## src/rtl/reg_dump_pkg.sv

```systemverilog
// Shared definitions for the register-file debug dump reader.
// Holds the dump FSM state encoding and the default register-file geometry
// used by the register file, the debug mux and the reader itself.
package reg_dump_pkg;

  // Default register-file geometry (32 x 32-bit, 5-bit index).
  localparam int DEF_NREGS  = 32;
  localparam int DEF_ADDR_W = 5;
  localparam int DEF_DATA_W = 32;

  // Dump FSM state width and encoding.
  localparam int STATE_W = 3;

  typedef enum logic [STATE_W-1:0] {
    IDLE  = 3'd0,
    FETCH = 3'd1,
    SEND  = 3'd2,
    CKSUM = 3'd3,
    DONE  = 3'd4
  } state_t;

  // True when idx is the highest register index of an nregs-entry file.
  function automatic logic is_last_idx(input int unsigned idx, input int unsigned nregs);
    return (idx == nregs - 1);
  endfunction

endpackage

```

## src/rtl/reg_dump_reader.sv

```systemverilog
// Register-file debug dump reader.
// On a start pulse, walks register indices FIRST_REG..NREGS-1 through one
// combinational read port and streams each word on a valid/ready interface.
// Each word takes a FETCH cycle (address out, data captured) and at least one
// SEND cycle (beat presented until accepted), so throughput is at most one
// beat every two cycles.
// Optional feature: define REG_DUMP_CHECKSUM_EN to append one extra beat
// carrying the XOR of all dumped words (out_idx = 0, out_last = 1).
module reg_dump_reader
  import reg_dump_pkg::*;
#(
  parameter int NREGS     = DEF_NREGS,
  parameter int ADDR_W    = DEF_ADDR_W,
  parameter int DATA_W    = DEF_DATA_W,
  parameter int FIRST_REG = 0
) (
  input  logic              clk,
  input  logic              rst,
  input  logic              start,
  output logic              busy,
  output logic              done,
  output logic [ADDR_W-1:0] rf_addr,
  input  logic [DATA_W-1:0] rf_data,
  output logic              out_valid,
  input  logic              out_ready,
  output logic [DATA_W-1:0] out_data,
  output logic [ADDR_W-1:0] out_idx,
  output logic              out_last
);

  localparam logic [ADDR_W-1:0] FIRST_IDX = ADDR_W'(FIRST_REG);

  state_t            state_reg, state_next;
  logic [ADDR_W-1:0] idx_reg, idx_next;
  logic [DATA_W-1:0] data_reg, data_next;
  logic [ADDR_W-1:0] oidx_reg, oidx_next;
  logic              last_reg, last_next;
  logic              valid_reg, valid_next;
  logic              busy_reg, busy_next;
  logic              done_reg, done_next;
  logic              hs;
  logic              at_last;
`ifdef REG_DUMP_CHECKSUM_EN
  logic [DATA_W-1:0] acc_reg, acc_next;
`endif

  assign hs      = valid_reg && out_ready;
  assign at_last = is_last_idx(32'(idx_reg), NREGS);

  // State register.
  always_ff @(posedge clk) begin
    if (rst) begin
      state_reg <= IDLE;
    end else begin
      state_reg <= state_next;
    end
  end

  // Next-state, read address and next datapath values.
  always_comb begin
    state_next = state_reg;
    idx_next   = idx_reg;
    data_next  = data_reg;
    oidx_next  = oidx_reg;
    last_next  = last_reg;
    valid_next = valid_reg;
    busy_next  = busy_reg;
    done_next  = 1'b0;
    rf_addr    = '0;
`ifdef REG_DUMP_CHECKSUM_EN
    acc_next   = acc_reg;
`endif
    case (state_reg)
      IDLE: begin
        if (start) begin
          state_next = FETCH;
          idx_next   = FIRST_IDX;
          busy_next  = 1'b1;
`ifdef REG_DUMP_CHECKSUM_EN
          acc_next   = '0;
`endif
        end
      end
      FETCH: begin
        // The read port is combinational: present the index and capture the
        // word on the same edge, so the beat reflects the file in this cycle.
        rf_addr    = idx_reg;
        data_next  = rf_data;
        oidx_next  = idx_reg;
`ifdef REG_DUMP_CHECKSUM_EN
        last_next  = 1'b0;
`else
        last_next  = at_last;
`endif
        valid_next = 1'b1;
        state_next = SEND;
      end
      SEND: begin
        if (hs) begin
          valid_next = 1'b0;
          last_next  = 1'b0;
`ifdef REG_DUMP_CHECKSUM_EN
          acc_next   = acc_reg ^ data_reg;
`endif
          if (at_last) begin
`ifdef REG_DUMP_CHECKSUM_EN
            state_next = CKSUM;
`else
            state_next = DONE;
            busy_next  = 1'b0;
            done_next  = 1'b1;
`endif
          end else begin
            // idx stops at the last register; it never wraps.
            idx_next   = idx_reg + ADDR_W'(1);
            state_next = FETCH;
          end
        end
      end
`ifdef REG_DUMP_CHECKSUM_EN
      CKSUM: begin
        // First cycle loads the checksum beat; it then waits for acceptance.
        if (!valid_reg) begin
          data_next  = acc_reg;
          oidx_next  = '0;
          last_next  = 1'b1;
          valid_next = 1'b1;
        end else if (hs) begin
          valid_next = 1'b0;
          last_next  = 1'b0;
          state_next = DONE;
          busy_next  = 1'b0;
          done_next  = 1'b1;
        end
      end
`endif
      DONE: begin
        state_next = IDLE;
      end
      default: begin
        state_next = IDLE;
        valid_next = 1'b0;
        last_next  = 1'b0;
        busy_next  = 1'b0;
      end
    endcase
  end

  // Datapath and status registers; reset aborts any dump without a done pulse.
  always_ff @(posedge clk) begin
    if (rst) begin
      idx_reg   <= '0;
      data_reg  <= '0;
      oidx_reg  <= '0;
      last_reg  <= 1'b0;
      valid_reg <= 1'b0;
      busy_reg  <= 1'b0;
      done_reg  <= 1'b0;
    end else begin
      idx_reg   <= idx_next;
      data_reg  <= data_next;
      oidx_reg  <= oidx_next;
      last_reg  <= last_next;
      valid_reg <= valid_next;
      busy_reg  <= busy_next;
      done_reg  <= done_next;
    end
  end

`ifdef REG_DUMP_CHECKSUM_EN
  // XOR accumulator over every accepted data beat.
  always_ff @(posedge clk) begin
    if (rst) begin
      acc_reg <= '0;
    end else begin
      acc_reg <= acc_next;
    end
  end
`endif

  assign busy      = busy_reg;
  assign done      = done_reg;
  assign out_valid = valid_reg;
  assign out_data  = data_reg;
  assign out_idx   = oidx_reg;
  assign out_last  = last_reg;

endmodule
```

## config.mk

```make
export PLATFORM = sky130hd
export DESIGN_NAME = reg_dump_reader
export DESIGN_NICKNAME = d
export VERILOG_FILES = /design/src/rtl/reg_dump_pkg.sv /design/src/rtl/reg_dump_reader.sv
export SDC_FILE = /design/constraint.sdc
export NUM_CORES = 1
export LEC_CHECK = 0
export ABC_AREA = 1
export BUFFER_PORTS_ARGS = -buffer_cell sky130_fd_sc_hd__buf_2
export CAP_MARGIN = 25
export CORE_AREA = 2 2 60 104
export CTS_CLUSTER_SIZE = 16
export DETAILED_ROUTE_END_ITERATION = 8
export DIE_AREA = 0 0 62 106
export GPL_TIMING_DRIVEN = 0
export SETUP_SLACK_MARGIN = 0.1
export SYNTH_ARGS = -nofsm -noshare
export SYNTH_HDL_FRONTEND = slang
export SYNTH_SLANG_ARGS = --single-unit
```

## constraint.sdc

```tcl
create_clock -name clk -period 1.9 [get_ports clk]
set_input_delay 0.095 -clock clk [delete_from_list [all_inputs] [get_ports clk]]
set_output_delay 0.095 -clock clk [all_outputs]
set_load 0.01 [all_outputs]
```

### Yosys cells after proc, flatten, opt, wreduce, memory -nomap -nowiden

Index checks and enable logic that the tools add are counted.

| cells by class | value |
|---|---|
| add/sub/neg operators | 1 |
| multiply operators | 0 |
| divide/modulo/power cells | 0 |
| $lt $le $gt $ge | 0 |
| equality and inequality tests | 8 |
| shift operators | 0 |
| muxes and demuxes | 17 |
| bitwise logic cells | 4 |
| reduce and logical (&&, ||, !) cells | 10 |

Operators by type and width:

| kind | count |
|---|---|
| $mux W5 | 4 |
| $pmux W5 S2 | 1 |
| $mux W3 | 3 |
| $pmux W1 S3 | 3 |
| $pmux W3 S3 | 1 |
| $ne A2 B2 Y1 const B | 4 |
| $reduce_and A4 Y1 | 2 |
| $add A5 B1 Y5 const B | 1 |
| $eq A5 B5 Y1 const B | 1 |
| $mux W1 | 5 |
| $not A1 Y1 | 4 |
| $reduce_and A2 Y1 | 2 |
| $reduce_or A2 Y1 | 2 |
| $eq A3 B1 Y1 const B | 1 |
| $eq A3 B2 Y1 const B | 1 |
| $eq A3 B3 Y1 const B | 1 |
| $logic_not A3 Y1 | 1 |
| $reduce_or A3 Y1 | 1 |
| $reduce_bool A2 Y1 | 1 |
| $logic_and A1 B1 Y1 | 1 |

| storage, ports and cells | value |
|---|---|
| register bits after elaboration | 49 |
| latch bits | 0 |
| memory bits (writable) | 0 |
| bits in read-only memories | 0 |
| bits of input ports | 36 |
| output and inout bits | 46 |
| word-level logic and storage cells | 48 |
| memories | 0 |

### Logic depth before layout (Yosys ltp)

| logic depth | value |
|---|---|
| depth in word-level cells | 4 |
| gate-level depth with buffers | 10 |
| depth with buffers taken out | 10 |

### Least setup slack after synthesis

Ideal clock, no wire load.

| path | value |
|---|---|
| path type | register -> register |
| from | register idx_reg[0] |
| to | register idx_reg[3] |
| arrival time | 1.385 ns |
| data required time | 1.787 ns |
| setup slack | 0.401 ns |
| cell stages (with the launch flop) | 11 |
| buffers on the path | 0 |
| period minus slack after synthesis | 1.499 ns |
| cell sequence | dfxtp_1 ha_1 nand2_1 nor2_1 ha_1 nand3_4 nand2_2 nor2_4 inv_2 nor2_1 nor2_1 |

RTL lines:

| what | RTL line | text |
|---|---|---|
| from (decl) | reg_dump_reader.sv:34 | `logic [ADDR_W-1:0] idx_reg, idx_next;` |
| from (signal assigned) | reg_dump_reader.sv:160 | `idx_reg <= idx_next;` |
| $eq A5 B5 Y1 | reg_dump_pkg.sv:24 | `return (idx == nregs - 1);` |
| via at_last | reg_dump_reader.sv:42 | `logic at_last;` |
| $ne A2 B2 Y1 (no line) | - |  |
| $reduce_and A4 Y1 (no line) | - |  |

The timed path passes the listed nets, and every way through them passes these cells. The select of a mux whose other input is x is not followed.
A chain may end at the register's enable or synchronous reset.

### Worst setup path in the final report

Same ends and word-level chain as after synthesis.

==> results.sh <==
export IMPL_outcome="complete, no violations"
export IMPL_post_drt_wl_per_cell_microns=11.0
export IMPL_grt_first_pass_wirelength_mm=7.12
export IMPL_cts_tree="built"
export IMPL_switchingPower_mw=0.739
export IMPL_worstSetupPathType="reg2reg"
export IMPL_num_vias=1838
export IMPL_area_growth_pct=32.6
export IMPL_synth_most_common_cell="nand2_1"
export IMPL_yosys_area_top_type="dfxtp_1"
export IMPL_whs_path_depth=3
export IMPL_fmax_ghz=0.595
export IMPL_powerDensity_nw_per_um2=1020
export IMPL_layout_setup_ws_ns=0.218
export IMPL_final_hold_viol_count=0
export IMPL_port_buffers=80
export IMPL_required_ns=2.10
export IMPL_dr_first_iter_drc_count=99
export IMPL_synth_nets=291
export IMPL_globalplace_congestion=0.733
export IMPL_combPwrFrac=0.219
export IMPL_post_dp_hpwl_mm=3.54
export IMPL_cts_buffers=5
export IMPL_clk_pin_slew_worst_paths_ns=0.09
export IMPL_synthTopCellsByCount="91 x nand2_1, 49 x dfxtp_1, 40 x a21oi_1"
export IMPL_diodes=0
export IMPL_ys_flop_type="dfxtp_1"
export IMPL_clock_power_share=0.328
export IMPL_pre_cts_ws_ns=0.204
export IMPL_netlist_instances=253
export IMPL_cts_hold_buffers_added=0
export IMPL_crit_path_start_kind="register"
export IMPL_start_util=0.335
export IMPL_wirelength_mm=4.60
export IMPL_swShare=0.283
export IMPL_arrival_ns=1.88
export IMPL_hp_class="in2reg"
export IMPL_synthArstFlopShare=0
export IMPL_final_period_utilization=0.885
export IMPL_min_period_ns=1.68
export IMPL_dr_pass1_iters=4
export IMPL_seqPwrFrac=0.453
export IMPL_maxCapViolCount=0
export IMPL_cts_sink_count=49
export IMPL_post_cts_buffers=0
export IMPL_cts_repair_resized=0
export IMPL_grt_remaining_overflow=0
export IMPL_nets=378
export IMPL_layout_drive_gt1_share=0.317
export IMPL_clock_latency_ns=0.29
export IMPL_crit_fanout=9
export IMPL_synth_seq_cells=49
export IMPL_r2r_cells=10
export IMPL_synth_cell_types=24
export IMPL_root_buffer="clkbuf_8"
export IMPL_grt_max_degree=16
export IMPL_avgViaCountPerCell=4.39
export IMPL_setup_viol=0
export IMPL_row_count=37
export IMPL_fp_coreArea_sq_um=5790
export IMPL_internal_power_mw=1.87
export IMPL_die_h_microns=106
export IMPL_tightest_slew_ns=0.450
export IMPL_cts_buffer_depth=2
export IMPL_fin_skew_ns=0.00583
export IMPL_yosys_top_cells_area="dfxtp_1 51%, nand2_1 18%, a21oi_1 10%, nor2_1 3.5%, inv_1 2.9%"
export IMPL_synth_top_area_frac=0.506
export IMPL_cts_max_level=2
export IMPL_antenna_found_initial=0
export IMPL_drv_slew=0
export IMPL_grt_pass1_vias=1631
export IMPL_grt_usage=0.141
export IMPL_rsz0062_at_grt="false"
export IMPL_avgSynthCellArea_sq_um=7.66
export IMPL_cp_end_kind="register"
export IMPL_seq_area_frac_synth=0.506
export IMPL_netlist_area_sq_um=1940
export IMPL_p_leak_nw=1.21
export IMPL_setup_tns_ns=0
export IMPL_ios=82
export IMPL_dieArea_sq_um=6570
export IMPL_ir_worst_vdd_mv=0.437
export IMPL_ant_nets=0
export IMPL_dieWidth_microns=62
export IMPL_largest_reg_flops=32
export IMPL_ys_warn_count=0
export IMPL_drc_errors=0
export IMPL_max_slew_margin=0.700
export IMPL_synth_edf_count=0
per-layer routing:
| layer | vias to the layer above | GRT usage | part of all wire |
|---|---|---|---|
| li1 | 964 | - | - |
| met1 | 826 | 0.148 | 0.39 |
| met2 | 44 | 0.261 | 0.56 |
| met3 | 4 | 0.0280 | 0.034 |
| met4 | 0 | 0.0456 | 0.013 |
| met5 | - | 0 | 0 |
path summary, 6_finish.rpt:
check / slack, ns / startpoint / to
worst max-delay path: 0.22 / idx_reg[0] / idx_reg[3]
worst max register to register: 0.22 / idx_reg[0] / idx_reg[3]
worst min register to register: 0.46 / out_data[0] / out_data[0]
worst min-delay path: 0.04 / rf_data[30] / out_data[30]
area by class of cell:
type | count | area (sq um)
Fill cell | 615 | 3220
Sequential cell | 49 | 981
Multi-Input combinational cell | 173 | 816
Timing Repair Buffer | 80 | 400
Tap cell | 78 | 97.6
Buffer | 13 | 72.6
Clock buffer | 5 | 68.8
Inverter | 18 | 67.6
Clock inverter | 3 | 65.1
stage by stage:
stage               instance area, sq um  power [mW]  cells   util  hold slack, ns
floorplan                           1940        1.59    253      -           0.238
global placement                    2430        1.78    411  0.421           0.344
detailed placement                  2430        1.79    411  0.421           0.350
CTS                                 2570        2.66    419  0.444          0.0238
global route                        2570        2.79    419  0.444          0.0237
finish                              2570        2.61    419  0.444          0.0360
power by group through the flow:
| stage | clock network (mW) | logic [mW] | registers [mW] |
|---|---|---|---|
| after floorplan | 0 | 0.346 | 1.24 |
| after global placement | 0 | 0.573 | 1.21 |
| after detailed placement | 0 | 0.580 | 1.21 |
| after CTS | 0.891 | 0.583 | 1.19 |
| after global routing | 0.942 | 0.652 | 1.20 |
| final | 0.857 | 0.571 | 1.18 |
worst max-delay path: stages (launching register included):
cell and delay [ns]:
dfxtp_1 0.35, ha_1 0.23, nand2_1 0.09, nor2_1 0.05
ha_1 0.24, nand3_4 0.12, nand2_2 0.07, nor2_4 0.22
inv_2 0.06, nor2_1 0.10, nor2_1 0.05
placed cells by master (no fill, tap or decap), drive strengths merged:
master and n:
inv 18, nor3 3, dfxtp 49, nand3 9, nor2 21, o21a 1, clkinv 1, nand4 1
a21oi 40, o21ai 2, nand2 93, buf 88, clkbuf 10, ha 2, xor2 1, bufinv 2
cells by family after synthesis:
group / synth area share
flops: 0.506
buf+inv: 0.0723
compound gates: 0.112
fa+ha+maj: 0.0129
xor+xnor: 0.00452
simple gates: 0.291
Power figures use the tool's default switching activity.
